File: src/rtl/lutram_write_scheduler.sv
// Write-port owner for a 1W/1R LUTRAM: clears every entry after reset or on request,
// then round-robins the port between requesters A and B, with write-to-read forwarding.
module lutram_write_scheduler #(
    parameter int                    DATA_WIDTH = 32,
    parameter int                    DEPTH      = 32,
    parameter logic [DATA_WIDTH-1:0] INIT_VALUE = '0,
    localparam int                   ADDR_W     = (DEPTH > 1) ? $clog2(DEPTH) : 1
) (
    input  logic                  clk,
    input  logic                  rst_n,
    input  logic                  init_req,
    output logic                  init_busy,
    input  logic                  a_req,
    input  logic [ADDR_W-1:0]     a_addr,
    input  logic [DATA_WIDTH-1:0] a_data,
    output logic                  a_ack,
    input  logic                  b_req,
    input  logic [ADDR_W-1:0]     b_addr,
    input  logic [DATA_WIDTH-1:0] b_data,
    output logic                  b_ack,
    input  logic [ADDR_W-1:0]     rd_addr,
    output logic [DATA_WIDTH-1:0] rd_data,
    output logic                  rd_valid,
    output logic                  ram_write,
    output logic [ADDR_W-1:0]     ram_waddr,
    output logic [DATA_WIDTH-1:0] ram_wdata,
    output logic [ADDR_W-1:0]     ram_raddr,
    input  logic [DATA_WIDTH-1:0] ram_rdata
);

    typedef enum logic {
        ST_INIT = 1'b0,
        ST_RUN  = 1'b1
    } state_t;

    localparam logic [ADDR_W-1:0] LAST = ADDR_W'(DEPTH - 1);

    state_t            state;
    logic [ADDR_W-1:0] cnt;
    logic              rr_pref;

    logic in_run;
    logic grant_a;
    logic grant_b;

    assign in_run  = (state == ST_RUN);
    // rr_pref picks the winner only on contention; a lone requester always wins.
    assign grant_a = in_run && a_req && (!b_req || !rr_pref);
    assign grant_b = in_run && b_req && !grant_a;

    always_ff @(posedge clk or negedge rst_n) begin
        if (!rst_n) begin
            state   <= ST_INIT;
            cnt     <= '0;
            rr_pref <= 1'b0;
        end else begin
            case (state)
                ST_INIT: begin
                    if (init_req) begin
                        cnt <= '0;
                    end else if (cnt == LAST) begin
                        state <= ST_RUN;
                        cnt   <= '0;
                    end else begin
                        cnt <= cnt + 1'b1;
                    end
                end
                ST_RUN: begin
                    if (grant_a)
                        rr_pref <= 1'b1;
                    else if (grant_b)
                        rr_pref <= 1'b0;
                    if (init_req) begin
                        state <= ST_INIT;
                        cnt   <= '0;
                    end
                end
                default: begin
                    state <= ST_INIT;
                    cnt   <= '0;
                end
            endcase
        end
    end

    always_comb begin
        ram_write = 1'b1;
        ram_waddr = cnt;
        ram_wdata = INIT_VALUE;
        if (in_run) begin
            ram_write = grant_a | grant_b;
            ram_waddr = grant_a ? a_addr : b_addr;
            ram_wdata = grant_a ? a_data : b_data;
        end
    end

    assign init_busy = !in_run;
    assign rd_valid  = in_run;
    assign a_ack     = grant_a;
    assign b_ack     = grant_b;
    assign ram_raddr = rd_addr;

    // The RAM read is asynchronous but the write lands on the next edge, so bypass it.
    assign rd_data = (ram_write && (ram_waddr == rd_addr)) ? ram_wdata : ram_rdata;

endmodule

File: config.mk
export PLATFORM = sky130hd
export DESIGN_NAME = lutram_write_scheduler
export DESIGN_NICKNAME = d
export VERILOG_FILES = /design/src/rtl/lutram_write_scheduler.sv
export SDC_FILE = /design/constraint.sdc
export NUM_CORES = 1
export LEC_CHECK = 0
export CAP_MARGIN = 40
export CELL_PAD_IN_SITES_DETAIL_PLACEMENT = 1
export CELL_PAD_IN_SITES_GLOBAL_PLACEMENT = 2
export CORE_UTILIZATION = 12
export CTS_BUF_LIST = sky130_fd_sc_hd__clkbuf_4 sky130_fd_sc_hd__clkbuf_8
export DETAILED_ROUTE_END_ITERATION = 10
export GPL_ROUTABILITY_DRIVEN = 0
export PLACE_DENSITY_LB_ADDON = 0.1
export SYNTH_ARGS = -nofsm -noshare
export SYNTH_HDL_FRONTEND = slang
export SYNTH_SLANG_ARGS = --single-unit
File: constraint.sdc
create_clock -name clk -period 2.9 [get_ports clk]
set_input_delay 0.29 -clock clk [delete_from_list [all_inputs] [get_ports clk]]
set_output_delay 0.29 -clock clk [all_outputs]
set_load 0.02 [all_outputs]
==> impl_metrics.env <==
export IMPL_ys_top_cells_by_count="nand2_1 (66), a21oi_1 (43), mux2_4 (30), clkbuf_1 (12), nor2_1 (11)"
export IMPL_cts_tree="built"
export IMPL_grt_max_degree=28
export IMPL_final_max_slew_viol_count=0
export IMPL_root_buffer="clkbuf_8"
export IMPL_fin_ws_ps=-34.8
export IMPL_drc=0
export IMPL_num_antenna_cells=0
export IMPL_ios=195
export IMPL_yosysMostFrequentCell="nand2_1"
export IMPL_finalHoldViolations=0
export IMPL_finalClockSkew_ps=2.17
export IMPL_startpoint_type="register"
export IMPL_syn_area_sq_mm=0.00161
export IMPL_switchingPower_w=0.000254
export IMPL_relSlewSlack_pct=76.3
export IMPL_drt_first_pass_iters=4
export IMPL_ir_worst_vdd_uv=165
export IMPL_dr_total_vias=2476
export IMPL_antenna_found_initial=0
export IMPL_synth_top_flop_cell="dfrtp_1"
export IMPL_wl_per_cell_um=16.2
export IMPL_yosysSeqAreaShare_pct=10.9
export IMPL_critPathRequiredTime_ps=2610
export IMPL_io_buffers=194
export IMPL_synthTopCellsByArea="mux2_4 (28%), nand2_1 (15%), a21oi_1 (13%)"
export IMPL_drive_above_1_share_pct=27.9
export IMPL_hold_class="in2async"
export IMPL_status="complete, but fails checks"
export IMPL_cts_path_max_buffers=2
export IMPL_row_count=41
export IMPL_synth_top_area_share_pct=28.0
export IMPL_async_flop_share_pct=100
export IMPL_clkTransAtPathRegs_ps=40
export IMPL_cp_cell_sequence="a21boi_4 > buf_6 > mux2i_4 > xnor2_2 > a211oi_2 > o211ai_4 > buf_12 > buf_12 > buf_4 > mux2_2 > buf_6"
export IMPL_synth_area_leader_cell="mux2_4"
export IMPL_cp_slowest_cell="dfrtp_1"
export IMPL_drt_iter0_drc=94
export IMPL_critPathCaptureType="output pin"
export IMPL_yosysWarnings=0
export IMPL_nets=560
export IMPL_cts_sinks=7
export IMPL_worstSkewPairLatency_ps=230
export IMPL_pre_cts_ws_ps=-513
export IMPL_totalWireLength_um=9950
export IMPL_p_int_w=0.000511
export IMPL_die_area_sq_mm=0.0139
export IMPL_grt_use_total_pct=13.9
export IMPL_syn_num_nets=340
export IMPL_fp_dieH_um=118
export IMPL_worst_ep_arrival_time_ps=2640
export IMPL_final_util_pct=32.1
export IMPL_crit_family="buffers and inverters"
export IMPL_grt_pass1_vias=2598
export IMPL_ys_ff_latch=7
export IMPL_finalCritPeriodShare_pct=101
export IMPL_synth_edf_count=0
export IMPL_grt_met2_usage_pct=25.5
export IMPL_crit_path_max_incr_delay_ps=410
export IMPL_use_met3_pct=2.13
export IMPL_dpl_hpwl_um=7850
export IMPL_power_frac_clock_pct=18.5
export IMPL_cap_violations=0
export IMPL_synth_cells=222
export IMPL_setup_viol=3
export IMPL_worstMarginPinSlew_ps=355
export IMPL_reg2reg_slack_ps=1190
export IMPL_postSynthAreaPerCell_sq_um=7.24
export IMPL_ctsHoldBuffers=0
export IMPL_final_cells=613
export IMPL_leakagePower_nw=1.82
export IMPL_rsz0062_at_grt="yes"
export IMPL_path_class="reg2out"
export IMPL_area_delta_synth_final_pct=156
export IMPL_fmax_mhz=341
export IMPL_start_util_pct=12.5
export IMPL_grtUsageMet1_pct=17.1
export IMPL_crit_fanout=6
export IMPL_cp_num_buf_inv=5
export IMPL_ant_nets=0
export IMPL_grt_overflow=0
export IMPL_gr_max_usage_layer="met2"
export IMPL_dp_cells=596
export IMPL_seqPwrFrac_pct=14.1
export IMPL_cts_buffers_inserted=3
export IMPL_vias_per_cell=4.04
export IMPL_combPwrFrac_pct=67.4
export IMPL_core_sq_mm=0.0128
export IMPL_fin_crit_ps=2930
export IMPL_violations="setup timing"
export IMPL_power_per_cell_area_mw_per_mm2=186
export IMPL_cts_htree_levels=1
export IMPL_grt_pass1_wl_um=15200
export IMPL_p_sw_share_pct=33.2
export IMPL_yosysUniqueCellTypes=33
export IMPL_fin_total_pwr_w=0.000765
export IMPL_die_w_um=118
==> area by class of cell <==
class | instances | area [sq um]
Inverter | 6 | 22.5
Clock buffer | 3 | 41.3
Timing Repair Buffer | 237 | 2310
Fill cell | 1527 | 8710
Sequential cell | 7 | 175
Multi-Input combinational cell | 187 | 1340
Tap cell | 172 | 215
Clock inverter | 1 | 5.00
==> worst paths after layout <==
check                      depth (start not counted)           startpoint             endpoint
max in group asynchronous                          1                rst_n   cnt[2]$_DFFE_PN0P_
max                                               11  rr_pref$_DFFE_PN0P_          rd_data[31]
min                                                1                rst_n   cnt[4]$_DFFE_PN0P_
min in group clk                                   3                b_req  rr_pref$_DFFE_PN0P_
max reg2reg                                        7   cnt[0]$_DFFE_PN0P_   cnt[3]$_DFFE_PN0P_
min reg2reg                                        2   cnt[2]$_DFFE_PN0P_   cnt[2]$_DFFE_PN0P_
==> worst register-to-register path: stages (launching register included) <==
cell     delay (ps)
dfrtp_1         380
buf_4           160
ha_1            220
and3_1          190
ha_1            240
nor3_1          150
nand4_1         110
a21oi_1         180
==> routing by layer <==
layer	wire, um	vias to the layer above
li1	-	1201
met1	4300	1159
met2	5010	109
met3	568	7
met4	76	0
met5	0	-
==> layout by cell type, fill, tap and decap left out, drive strengths merged, types with 3 or more instances in the layout <==
| cell type | count |
|---|---|
| nor2 | 11 |
| clkdlybuf4s50 | 160 |
| mux2 | 32 |
| a21oi | 43 |
| o21ai | 3 |
| clkbuf | 10 |
| dfrtp | 7 |
| a22oi | 3 |
| buf | 67 |
| nand2 | 66 |
| inv | 5 |
| o221ai | 3 |
| mux2i | 5 |
==> flip-flops by register name, summed over array words and instances, names as in the netlist <==
register and count:
rr_pref 1, cnt 5, rd_valid 1
==> cell families after synthesis <==
family                   synth area share [%]
AND/OR/NAND/NOR                          20.9
AO/OA/AOI/OAI                            22.6
multiplexers                             32.5
buffers and inverters                    9.80
flip-flops                               10.9
XOR/XNOR                                 1.63
adder cells (fa/ha/maj)                  1.56
==> per-stage QoR <==
step	TNS [ps]	hold WS [ps]	area, sq um
2_1_floorplan	0	-5.59	1610
4_1_cts	-1140	332	4100
3_3_place_gp	-13490	591	3900
6_report	-81.8	319	4110
3_5_place_dp	-15290	582	3900
5_1_grt	-766	342	4110
==> power groups by stage <==
| stage | combinational (W) | sequential [W] | clock (W) |
|---|---|---|---|
| after global routing | 0.000553 | 0.000109 | 0.000150 |
| after detailed placement | 0.000491 | 0.000109 | 0 |
| after global placement | 0.000487 | 0.000109 | 0 |
| final | 0.000516 | 0.000108 | 0.000141 |
| after CTS | 0.000511 | 0.000108 | 0.000145 |
| after floorplan | 0.000195 | 0.000110 | 0 |
==> repair_timing <==
item | in CTS | in global routing
buffers inserted | 11 | 2
gates cloned | 2 | 1
pin swaps | 4 | 6
gates resized for setup | 131 | 44
setup endpoints to repair | 32 | 32
(Power assumes the default switching activity.)
